File: src/rtl/button_conditioner_pkg.sv
// Shared types and constants for the button conditioner and its debouncers.
package button_conditioner_pkg;

  typedef enum logic [1:0] {
    IDLE      = 2'd0,
    ARMING    = 2'd1,
    HELD      = 2'd2,
    RELEASING = 2'd3
  } deb_state_t;

  localparam int unsigned LETTER_W = 3;

endpackage

File: src/rtl/button_conditioner_debounce_fsm.sv
// One push-button debouncer: synchronizers, stability counter, press FSM and
// letter capture. accept pulses combinationally in the cycle a press is taken.
module debounce_fsm
  import button_conditioner_pkg::*;
#(
  parameter int unsigned DEB_CYCLES = 500000,
  parameter int unsigned CNT_W      = 20
) (
  input  logic                clk,
  input  logic                rst_n,
  input  logic                btn_raw,
  input  logic [LETTER_W-1:0] letter_raw,
  output logic                accept,
  output logic [LETTER_W-1:0] letter
);

  localparam logic [CNT_W-1:0] CNT_MAX = CNT_W'(DEB_CYCLES);

  logic                btn_meta;
  logic                btn_sync;
  logic [LETTER_W-1:0] letter_meta;
  logic [LETTER_W-1:0] letter_sync;
  logic [LETTER_W-1:0] letter_q;
  deb_state_t          state;
  deb_state_t          state_next;
  logic [CNT_W-1:0]    cnt;
  logic [CNT_W-1:0]    cnt_next;
  logic [CNT_W-1:0]    cnt_inc;

  assign cnt_inc = (cnt == CNT_MAX) ? cnt : cnt + 1'b1;

  always_ff @(posedge clk or negedge rst_n) begin
    if (!rst_n) begin
      btn_meta    <= 1'b0;
      btn_sync    <= 1'b0;
      letter_meta <= '0;
      letter_sync <= '0;
      letter_q    <= '0;
      state       <= IDLE;
      cnt         <= '0;
    end else begin
      btn_meta    <= btn_raw;
      btn_sync    <= btn_meta;
      letter_meta <= letter_raw;
      letter_sync <= letter_meta;
      state       <= state_next;
      cnt         <= cnt_next;
      if (accept) begin
        letter_q <= letter_sync;
      end
    end
  end

  always_comb begin
    state_next = state;
    cnt_next   = cnt;
    accept     = 1'b0;
    unique case (state)
      IDLE: begin
        if (btn_sync) begin
          state_next = ARMING;
          cnt_next   = '0;
        end
      end
      ARMING: begin
        if (!btn_sync) begin
          state_next = IDLE;
          cnt_next   = '0;
        end else begin
          cnt_next = cnt_inc;
          if (cnt_inc == CNT_MAX) begin
            state_next = HELD;
            accept     = 1'b1;
          end
        end
      end
      HELD: begin
        if (!btn_sync) begin
          state_next = RELEASING;
          cnt_next   = '0;
        end
      end
      RELEASING: begin
        if (btn_sync) begin
          state_next = HELD;
          cnt_next   = '0;
        end else begin
          cnt_next = cnt_inc;
          if (cnt_inc == CNT_MAX) begin
            state_next = IDLE;
          end
        end
      end
      default: begin
        state_next = IDLE;
        cnt_next   = '0;
      end
    endcase
  end

  // Bypass so the top can register the letter in the same edge it is captured.
  assign letter = accept ? letter_sync : letter_q;

endmodule

File: src/rtl/button_conditioner.sv
// Two debounced buttons feeding a single pulse/letter output pair; A wins ties
// and a B acceptance that collides with A is deferred, never dropped.
module button_conditioner
  import button_conditioner_pkg::*;
#(
  parameter int unsigned DEB_CYCLES = 500000,
  parameter int unsigned CNT_W      = 20
) (
  input  logic                clk,
  input  logic                rst,
  input  logic                btnA_raw,
  input  logic                btnB_raw,
  input  logic [LETTER_W-1:0] letterRaw,
  output logic                enterA,
  output logic                enterB,
  output logic [LETTER_W-1:0] letterIn
);

  logic                accept_a;
  logic                accept_b;
  logic [LETTER_W-1:0] letter_a;
  logic [LETTER_W-1:0] letter_b;
  logic                pend_b;

  debounce_fsm #(
    .DEB_CYCLES(DEB_CYCLES),
    .CNT_W     (CNT_W)
  ) u_deb_a (
    .clk       (clk),
    .rst_n     (rst),
    .btn_raw   (btnA_raw),
    .letter_raw(letterRaw),
    .accept    (accept_a),
    .letter    (letter_a)
  );

  debounce_fsm #(
    .DEB_CYCLES(DEB_CYCLES),
    .CNT_W     (CNT_W)
  ) u_deb_b (
    .clk       (clk),
    .rst_n     (rst),
    .btn_raw   (btnB_raw),
    .letter_raw(letterRaw),
    .accept    (accept_b),
    .letter    (letter_b)
  );

  always_ff @(posedge clk or negedge rst) begin
    if (!rst) begin
      enterA   <= 1'b0;
      enterB   <= 1'b0;
      letterIn <= '0;
      pend_b   <= 1'b0;
    end else begin
      enterA <= 1'b0;
      enterB <= 1'b0;
      if (accept_a) begin
        enterA   <= 1'b1;
        letterIn <= letter_a;
        pend_b   <= pend_b | accept_b;
      end else if (accept_b || pend_b) begin
        // B's captured letter stays in its debouncer until its next press.
        enterB   <= 1'b1;
        letterIn <= letter_b;
        pend_b   <= 1'b0;
      end
    end
  end

endmodule
File: config.mk
export PLATFORM = sky130hd
export DESIGN_NAME = button_conditioner
export DESIGN_NICKNAME = d
export VERILOG_FILES = /design/src/rtl/button_conditioner_pkg.sv /design/src/rtl/button_conditioner_debounce_fsm.sv /design/src/rtl/button_conditioner.sv
export SDC_FILE = /design/constraint.sdc
export NUM_CORES = 1
export LEC_CHECK = 0
export BUFFER_PORTS_ARGS = -buffer_cell sky130_fd_sc_hd__buf_2
export CORE_ASPECT_RATIO = 0.5
export CORE_MARGIN = 4
export CORE_UTILIZATION = 59
export CTS_CLUSTER_DIAMETER = 100
export DETAILED_ROUTE_END_ITERATION = 10
export GPL_TIMING_DRIVEN = 0
export PLACE_DENSITY = 0.76
export SLEW_MARGIN = 15
export SYNTH_ARGS = -nofsm -noshare
export SYNTH_HDL_FRONTEND = slang
export SYNTH_HIERARCHICAL = 1
export SYNTH_SLANG_ARGS = --single-unit
File: constraint.sdc
create_clock -name clk -period 5.14 [get_ports clk]
set_input_delay 0.514 -clock clk [delete_from_list [all_inputs] [get_ports clk]]
set_output_delay 0.514 -clock clk [all_outputs]
set_load 0.01 [all_outputs]
* After elaboration in Yosys (flattened, before gate mapping)
Index checks and enable logic that the tools add are counted.
W data, S select, Z words.
** Cells by class
- Add/subtract/negate cells :: 2
- Equality and inequality tests :: 18
- Mux-type cells :: 40
- Bitwise logic cells :: 1
- Reduce and logical (&&, ||, !) cells :: 8
** Operator list (number)
- $mux W20 :: 10
- $pmux W20 S4 :: 2
- $eq A20 B19 Y1 const B :: 4
- $add A20 B1 Y20 const B :: 2
- $mux W2 :: 12
- $pmux W2 S4 :: 2
- $mux W1 :: 11
- $mux W3 :: 3
- $eq A2 B2 Y1 const B :: 4
- $reduce_and A4 Y1 :: 2
- $ne A3 B1 Y1 const B :: 2
- $ne A3 B3 Y1 const B :: 2
- $eq A2 B1 Y1 const B :: 2
- $logic_not A2 Y1 :: 2
- $ne A2 B1 Y1 const B :: 2
- $ne A2 B2 Y1 const B :: 2
- $reduce_and A2 Y1 :: 2
- $reduce_bool A2 Y1 :: 1
- $logic_or A1 B1 Y1 :: 1
- $or A1 B1 Y1 :: 1
** Storage, ports and cells
- Flip-flop bits (word level) :: 63
- Input port bits :: 7

* Logic depth before layout (Yosys ltp)
Gate-level depths: netlist of run 1.
- Depth in word-level cells :: 9
- Gate-level depth with buffers :: 11
- Depth with buffers taken out :: 9

* Modules after synthesis
The synthesis of run 1 kept the hierarchy.
** Modules (own cells, without submodules)
- debounce_fsm :: times used 2, cells an instance 204, area an instance 1903.1 um^2, seq. area each 825.8 um^2
- button_conditioner :: times used 1, cells an instance 22, area an instance 254.0 um^2, seq. area each 150.1 um^2

* Worst setup path before layout of run 1
Ideal clock, no wire load.
- Path type :: register -> register
- Start :: reg u_deb_b.cnt[1]
- End :: reg letterIn[2]
- Data arrival time :: 2.732 ns
- Data required time :: 5.024 ns
- Setup slack :: 2.292 ns
- Stages on the path, launching flop included :: 11
- Buffers on the path :: 1
- Period minus slack after synthesis :: 2.848 ns
- Path through :: dfrtp_1 > ha_1 > and3_1 > clkbuf_1 > nand3_1 > or4_1 > a221oi_1 > nand4_2 > mux2_2 > inv_1 > o311ai_0
** On the way
- Longest elaborated chain between the ends :: 9
- Elaborated cells on any way between the ends :: 12
** Ends and longest elaborated chain
- start, declared :: RTL line button_conditioner_debounce_fsm.sv:26 : logic [CNT_W-1:0] cnt;
- start signal, assigned :: RTL line button_conditioner_debounce_fsm.sv:47 : cnt <= cnt_next;
- $add A20 B1 Y20 / $eq A20 B19 Y1 (equally long branches) :: RTL line button_conditioner_debounce_fsm.sv:30 : assign cnt_inc = (cnt == CNT_MAX) ? cnt : cnt + 1'b1;
- $mux W20 (*) :: RTL line button_conditioner_debounce_fsm.sv:30
- $eq A20 B19 Y1 (*) :: RTL line button_conditioner_debounce_fsm.sv:71 : if (cnt_inc == CNT_MAX) begin
- $mux W1 (*) :: RTL line button_conditioner_debounce_fsm.sv:71
- $mux W1 (*) :: RTL line button_conditioner_debounce_fsm.sv:66 : if (!btn_sync) begin
- $mux W1 (*) :: RTL line button_conditioner_debounce_fsm.sv:58 : unique case (state)
- $mux W3 (*) :: RTL line button_conditioner_debounce_fsm.sv:102 : assign letter = accept ? letter_sync : letter_q;
- net letter_b[2] :: RTL line button_conditioner.sv:22 : logic [LETTER_W-1:0] letter_b;
- $mux W3 (*) :: RTL line button_conditioner.sv:62 : end else if (accept_b || pend_b) begin
- $mux W3 (*) :: RTL line button_conditioner.sv:58 : if (accept_a) begin
- end signal, assigned :: RTL line button_conditioner.sv:60 : letterIn <= letter_a;
- end signal, assigned :: RTL line button_conditioner.sv:65 : letterIn <= letter_b;
- end, declared :: RTL line button_conditioner.sv:16 : output logic [LETTER_W-1:0] letterIn
Mark *: on every way through the listed nets, which the timed path passes. The rest lies on a longest branch. The select of a mux whose other input is x is not followed.
A chain may end at the register's enable or synchronous reset.

* Final worst setup path of run 1
Same ends and word-level chain as after synthesis.

==> results of run 1 <==
-- registers in the layout, indices dropped and copies added (netlist names), named ones only --
name	flops
u_deb_b/cnt	20
letterIn	3
u_deb_b/btn_sync	1
u_deb_a/letter_sync	3
u_deb_b/state	1
u_deb_b/letter_meta	3
u_deb_a/btn_sync	1
u_deb_a/letter_meta	3
u_deb_a/cnt	20
u_deb_b/letter_q	3
u_deb_b/letter_sync	3
u_deb_b/btn_meta	1
u_deb_a/letter_q	3
u_deb_a/btn_meta	1
enterB	1
enterA	1
u_deb_a/state	1
pend_b	1
-- worst paths after layout --
path	start	to	slack, ns	cells past startpoint
setup / recovery	u_deb_b/cnt[1]	letterIn[2]	1.74	10
hold / removal	rst	u_deb_a/cnt[10]	0.07	1
setup reg to reg	u_deb_b/cnt[1]	letterIn[2]	1.74	10
hold reg to reg	u_deb_b/letter_meta[2]	u_deb_b/letter_sync[2]	0.35	0
max in group asynchronous	rst	u_deb_b/cnt[16]	4.52	2
min in group clk	btnA_raw	u_deb_a/btn_meta	0.29	1
-- kinds of logic (layout without fill, tap and decap cells) --
| family | count (synthesis) | in the layout | share of synthesized area |
|---|---|---|---|
| and+or+nand+nor | 169 | 169 | 0.240 |
| AOI/OAI and AO/OA | 119 | 119 | 0.197 |
| DFF | 72 | 72 | 0.444 |
| buffers and inverters | 46 | 74 | 0.0579 |
| xor gates and xnor gates | 10 | 10 | 0.0216 |
| muxes | 10 | 10 | 0.0277 |
| adders and majority gates | 4 | 4 | 0.0123 |
-- metrics by stage --
step	cell area [µm²]	cells	hold WS (ns)	worst slack, ns
6_report	4570	550	0.0736	1.74
5_1_grt	4570	550	0.0822	1.45
4_1_cts	4570	550	0.0753	1.76
3_5_place_dp	4260	534	0.338	1.78
3_3_place_gp	4230	533	0.332	1.90
2_1_floorplan	4060	430	0.218	2.29
-- cells in the mapped netlist, types with 3 or more instances --
library cell  count  area (µm²)
o21ai_0          46         230
nand2_1          27         101
inv_1            11        41.3
a21oi_1          16        80.1
and3_1           10        62.6
o41ai_1           8        70.1
buf_2             6        30.0
nor2_1           28         105
ha_1              4        50.1
or4b_1            5        50.1
a21o_1            6        45.0
buf_6             5        56.3
nand4_1          14        87.6
o211ai_1          4        30.0
nand3_1          26         130
and2_1            4        25.0
xor2_1            6        52.6
o31ai_1          12        90.1
nor4_1            6        37.5
nor2b_1           3        18.8
xnor2_1           4        35.0
dfrtp_1          72        1800
clkbuf_1         18        67.6
a311oi_1          4        35.0
nor3_1            6        30.0
and4_1            4        35.0
buf_4             4        30.0
nand2b_1          6        37.5
a31oi_1           6        37.5
mux2_2           10         113
or3_1             4        25.0
or2b_1            6        45.0
-- final cells by class --
class,count,area [µm²],area share
Sequential cell,72,1800,0.394
Buffer,35,194,0.0424
Multi-Input combinational cell,312,2020,0.443
Clock buffer,10,239,0.0523
Tap cell,92,115,0.0252
Inverter,11,41.3,0.00903
Clock inverter,6,72.6,0.0159
Timing Repair Buffer,12,85.1,0.0186
-- power by group through the flow --
stage                     registers (W)  clock network (W)  logic [W]
final                          0.000584           0.000646  0.0000570
after detailed placement       0.000594                  0  0.0000563
after CTS                      0.000584           0.000659  0.0000570
after floorplan                0.000592                  0  0.0000292
after global routing           0.000584           0.000682  0.0000651
after global placement         0.000593                  0  0.0000512
-- critical path, delay by kind of cell (launching register included) --
family | cells | cell delay, ns
compound gates | 2 | 0.68
simple gates | 4 | 1.23
flops | 1 | 0.49
fa+ha+maj | 1 | 0.32
mux | 1 | 0.30
buf+inv | 2 | 0.28
-- layer usage --
layer	share of wire	up-vias	routed length [µm]	GRT usage
li1	-	1653	-	-
met1	0.45	1696	4150	0.308
met2	0.48	118	4460	0.418
met3	0.052	22	483	0.0488
met4	0.017	0	161	0.0932
met5	0	-	0	0
-- cell usage in the layout, fill, tap and decap left out, drive strengths merged, types with 3 or more instances in the layout --
cell / Yosys / routed
a311oi: 4 / 4
nand2b: 6 / 6
o41ai: 8 / 8
o211ai: 4 / 4
or4b: 5 / 5
nor3: 6 / 6
dfrtp: 72 / 72
mux2: 10 / 10
ha: 4 / 4
and3: 10 / 10
or2b: 6 / 6
or3: 6 / 6
o311ai: 3 / 3
nor2: 28 / 28
a31oi: 6 / 6
nor2b: 3 / 3
nand2: 27 / 27
o31ai: 12 / 12
a21oi: 16 / 16
buf: 15 / 27
and4: 6 / 6
o21ai: 46 / 46
clkbuf: 20 / 30
nand3: 26 / 26
a21o: 6 / 6
and2: 6 / 6
xor2: 6 / 6
inv: 11 / 15
nor4: 6 / 6
nand4: 16 / 16
xnor2: 4 / 4
or4: 6 / 6
==> metrics.md, run 1 <==
| Metric | Value |
|---|---|
| Crit-path cells | `ha_1 -> and3_1 -> clkbuf_1 -> nand3_1 -> or4_1 -> a221oi_1 -> nand4_2 -> mux2_2 -> inv_1 -> o311ai_0` |
| Largest net degree at the start of global routing | `54` |
| Most used DFF post-synth | `dfrtp_1` |
| CP Capture Type | `register` |
| Final WL | `between 9 and 10 mm` |
| Cells after Synth | `430` |
| Max-slew headroom | `0.519` |
| Iter 0 DRT Violations | `between 400 and 500` |
| Post-detail-place hpwl | `6.31 mm` |
| Sequential element share of the synthesized area | `0.444` |
| Total power | `around 0.0013 W` |
| Antenna Nets Post-Route | `0` |
| Setup TNS Final | `0 ns` |
| DRC viols | `0` |
| First-pass GRT wire length | `16.4 mm` |
| # clock sinks | `72` |
| Cts hold-fix bufs | `0` |
| Die Ht | `~67 µm` |
| Combinational Power Share | `0.044` |
| # rows | `21` |
| Setup violations, final | `0` |
| Antenna cells | `0` |
| # Post-CTS Setup Buffers | `0` |
| Clock power frac | `0.502` |
| Post-synth EDFFs | `0` |
| Total CTS buffers | `9` |
| Clk slew on worst S/H paths | `around 0.060 ns` |
| Share of cells above drive strength 1 | `0.151` |
| Tcrit/Tclk final | `0.661` |
| Wirelength per Cell | `roughly 17 µm` |
| Seq pwr share | `0.454` |
| Count of cell types in the netlist | `52` |
| Cell internal pwr | `between 0.0009 and 0.001 W` |
| Crit path kind | `reg2reg` |
| Cell Pwr Density | `roughly 280 nW/µm²` |
| Number of H-tree levels | `3` |
| Critical Path RT | `approximately 5.4 ns` |
| HP Class | `in2async` |
| Outcome | `finished, final reports clean` |
| Max incr delay on CP | `0.58 ns` |
| Core Box Area | `roughly 6700 µm²` |
| Drt pass-1 iters | `5` |
| Hold Fails Final Rpt | `0` |
| Synth async-reset ratio | `1.00` |
| Syn Std Cell Area | `between 4000 and 5000 µm²` |
| CTS root buf | `clkbuf_16` |
| Syn nets | `about 440` |
| Crit-path max FO | `8` |
| # Max-Cap Violations | `0` |
| Fmax achieved | `0.294 GHz` |
| Initial Utilization | `0.608` |
| P_leak | `roughly 1.9 nW` |
| Synth Register Bits | `72` |
| Sw Ratio | `0.232` |
| Fillers | `517` |
| Worst setup SP type | `register` |
| Crit path DAT | `between 3 and 4 ns` |
| CTS tree | `built` |
| Final nets | `464` |
| Switch Pwr | `roughly 0.0003 W` |
| Clock Skew | `between 0.007 and 0.008 ns` |
| Slew @ Worst Pin | `between 0.7 and 0.8 ns` |
| Initial antenna violation count | `0` |
| Gr usage total | `0.243` |
| Syn-to-layout area delta | `12.6%` |
| Io pins | `12` |
| Post-route minimum period | `3.40 ns` |
| Post-CTS resize count | `0` |
| Yosys warns | `6` |
| Via count | `around 3.5k` |
| Latest clock arrival within the worst-skew pair | `around 0.33 ns` |
| Gr ovfl total | `0` |
| Clock Path Buffers | `2` |
| Post-Syn Area per Cell | `between 9 and 10 µm²` |
| Die ar. | `~8400 µm²` |
| IO buf count | `11` |
| RSZ-0062 raised after global routing | `false` |
| Drt via density | `~6.3` |
| CP max-delay cell | `or4_1` |
| Horiz. Die Dim | `125 µm` |
| GP Congestion | `between 0.8 and 0.9` |
| Max-slew violations | `0` |
| Number of global-route vias before repair | `approximately 3.4k` |
| Utilization of the core after routing | `0.685` |
| Max VDD drop | `~220 µV` |
No activity file was read; power rests on OpenSTA's default activity.
==> run 2: changes to the inputs <==
--- a/config.mk
+++ b/config.mk
@@ -8,11 +8,11 @@
 export BUFFER_PORTS_ARGS = -buffer_cell sky130_fd_sc_hd__buf_2
 export CORE_ASPECT_RATIO = 0.5
 export CORE_MARGIN = 4
-export CORE_UTILIZATION = 59
+export CORE_UTILIZATION = 57
 export CTS_CLUSTER_DIAMETER = 100
 export DETAILED_ROUTE_END_ITERATION = 10
 export GPL_TIMING_DRIVEN = 0
-export PLACE_DENSITY = 0.76
+export PLACE_DENSITY = 0.77
 export SLEW_MARGIN = 15
 export SYNTH_ARGS = -nofsm -noshare
 export SYNTH_HDL_FRONTEND = slang
==> constraint.sdc (replaced) <==
create_clock -name clk -period 2.8 [get_ports clk]
set_input_delay 0.28 -clock clk [delete_from_list [all_inputs] [get_ports clk]]
set_output_delay 0.28 -clock clk [all_outputs]
set_load 0.01 [all_outputs]
==> run 2 against run 1 <==
The run now ends with setup timing left; total power up 74%; flip-flop and latch count did not move; non-clock buffer count grew 10; cell count grew 1.8%; register-to-register slack got worse by 2.0 ns; combinational power increased by 88%; worst setup slack worse by 2.0 ns; die area grew 3.2%; sequential share of layout area decreased by 1.8 points; clock skew rose by 0.0017 ns; maximum frequency is 13% higher; via count increased by 2.3%; critical endpoint unchanged; largest power group is now sequential cells.
==> metrics.md, run 2 (synthesized netlist as in run 1, its figures left out) <==
| Metric | Value |
|---|---|
| Worst setup SP type | `register` |
| R2R setup slack | `-0.22 ns` |
| Combinational Power Share | `0.048` |
| Iter 0 DRT Violations | `between 400 and 500` |
| HP Class | `in2reg` |
| Die ar. | `about 8600 µm²` |
| Antenna Nets Post-Route | `0` |
| Seq pwr share | `0.479` |
| Critical Path RT | `roughly 3.0 ns` |
| Max-slew violations | `0` |
| Gr ovfl total | `0` |
| Post-detail-place hpwl | `a little over 6 mm` |
| Setup violations, final | `9` |
| Crit-path max FO | `4` |
| Sw Ratio | `0.243` |
| # rows | `21` |
| Die Ht | `between 60 and 70 µm` |
| Wirelength per Cell | `approximately 17 µm` |
| CP Capture Type | `register` |
| Clock Path Buffers | `2` |
| Biggest regs | `u_deb_a/cnt: 20 flops, u_deb_b/cnt: 20 flops` |
| Syn-to-layout area delta | `18.7%` |
| CTS tree | `built` |
| Switch Pwr | `around 0.00054 W` |
| RSZ-0062 raised after global routing | `true` |
| Gr usage total | `0.238` |
| Max-slew headroom | `0.570` |
| Cell internal pwr | `approximately 0.0017 W` |
| Drt via density | `about 6.4` |
| DRC viols | `0` |
| Reg2reg end | `letterIn[2]` |
| Register area | `~1800 µm²` |
| Post-route minimum period | `3.02 ns` |
| Reg-to-reg startpoint | `u_deb_a/cnt[7]` |
| Violated checks | `setup timing` |
| Hold Path Stages | `1` |
| Total CTS buffers | `9` |
| Reg2reg path depth | `8` |
| Final nets | `between 400 and 500` |
| Placed instance count | `roughly 530` |
| Cell Count, Final, Fillers Out | `560` |
| Horiz. Die Dim | `around 130 µm` |
| P_leak | `~2 nW` |
| Total power | `roughly 0.0022 W` |
| Antenna cells | `0` |
| Setup WS post-layout | `-0.215 ns` |
| Final WL | `~9.8 mm` |
| Io pins | `12` |
| Fillers | `499` |
| Multi-input logic area | `2180 µm²` |
| Hold endpoint | `u_deb_b/btn_meta` |
| Clk slew on worst S/H paths | `roughly 0.060 ns` |
| Share of cells above drive strength 1 | `0.248` |
| Clock power frac | `0.473` |
| Tcrit/Tclk final | `1.08` |
| Clock Skew | `around 0.009 ns` |
| Fmax achieved | `between 0.3 and 0.4 GHz` |
| Hold Fails Final Rpt | `0` |
| Drt pass-1 iters | `5` |
| Initial Utilization | `0.597` |
| Crit path kind | `reg2reg` |
| GP Congestion | `approximately 0.89` |
| Outcome | `finished, violations left` |
| Hold path start | `btnB_raw` |
| # clock sinks | `72` |
| Latest clock arrival within the worst-skew pair | `roughly 0.34 ns` |
| # Max-Cap Violations | `0` |
| Core Box Area | `6810 µm²` |
| Most common cell after layout, fill and taps aside | `dfrtp_1` |
| IO buf count | `11` |
| Max VDD drop | `319 µV` |
| Cell Pwr Density | `464 nW/µm²` |
| CTS root buf | `clkbuf_16` |
| First-pass GRT wire length | `approximately 16 mm` |
| Largest net degree at the start of global routing | `between 60 and 70` |
| Most frequent cells in the layout | `dfrtp_1, o21ai_0, nor2_1` |
| Crit path DAT | `between 3 and 4 ns` |
| Number of global-route vias before repair | `between 3k and 4k` |
| Number of H-tree levels | `3` |
| Via count | `3568` |
| Initial antenna violation count | `0` |
| Slew @ Worst Pin | `0.642 ns` |
[run 2: final cells by class]
class	count	area share
repair buffers	25	0.0418
clock inverters	6	0.00961
plain buffers	32	0.0405
inverters	11	0.00857
multi-input cells	312	0.452
clock buffers	10	0.0475
well taps	92	0.0239
flip-flops and latches	72	0.376
[run 2: per-stage QoR]
| step | utilization | TNS (ns) | hold slack [ns] | setup WS (ns) | instance area [µm²] |
|---|---|---|---|---|---|
| 2_1_floorplan | - | -0.0472 | -0.0156 | -0.0446 | 4060 |
| 3_3_place_gp | 0.622 | -2.34 | 0.332 | -0.402 | 4230 |
| 3_5_place_dp | 0.626 | -3.41 | 0.153 | -0.592 | 4260 |
| 4_1_cts | 0.686 | -0.814 | 0.0359 | -0.222 | 4670 |
| 5_1_grt | 0.708 | -1.60 | 0.0367 | -0.291 | 4820 |
| 6_report | 0.708 | -0.802 | 0.0439 | -0.215 | 4820 |
[run 2: how the worst max path moves through the flow]
stage,startpoint,endpoint,slack (ns)
after detailed placement,u_deb_b/cnt[1],letterIn[2],-0.59
after global routing,u_deb_a/cnt[14],letterIn[2],-0.29
after global placement,u_deb_b/cnt[1],letterIn[2],-0.40
final,u_deb_a/cnt[7],letterIn[2],-0.22
after floorplan,u_deb_b/cnt[7],letterIn[2],-0.04
after CTS,u_deb_b/cnt[7],letterIn[2],-0.22
[run 2: layer usage]
metal,share of wire,vias up,GRT usage
met2,0.49,125,0.404
met4,0.015,0,0.0896
li1,-,1680,-
met5,0,-,0
met1,0.43,1748,0.297
met3,0.061,15,0.0624
[run 2: power by group through the flow]
stage	Combinational (W)	Sequential, W	Clock (W)
finish	0.000107	0.00107	0.00106
global route	0.000120	0.00107	0.00112
CTS	0.000106	0.00107	0.00107
detailed placement	0.000103	0.00109	0
global placement	0.0000945	0.00109	0
floorplan	0.0000537	0.00109	0
[run 2: worst max-delay path, cell delays in order (launching register included)]
cell and delay, ns:
dfrtp_1 0.40, or4b_4 0.55, or3_4 0.35, or4_4 0.43, a2111oi_4 0.38, nand4_4 0.22
mux2_4 0.37, nand2_1 0.08, o311ai_2 0.10
[run 2: repair_timing]
item	in CTS	in global routing
buffers inserted	4	8
hold endpoints to repair	12	0
gates cloned	0	0
resized for setup	27	27
setup endpoints to repair	11	14
hold buffers	1	0
pin swaps	3	5
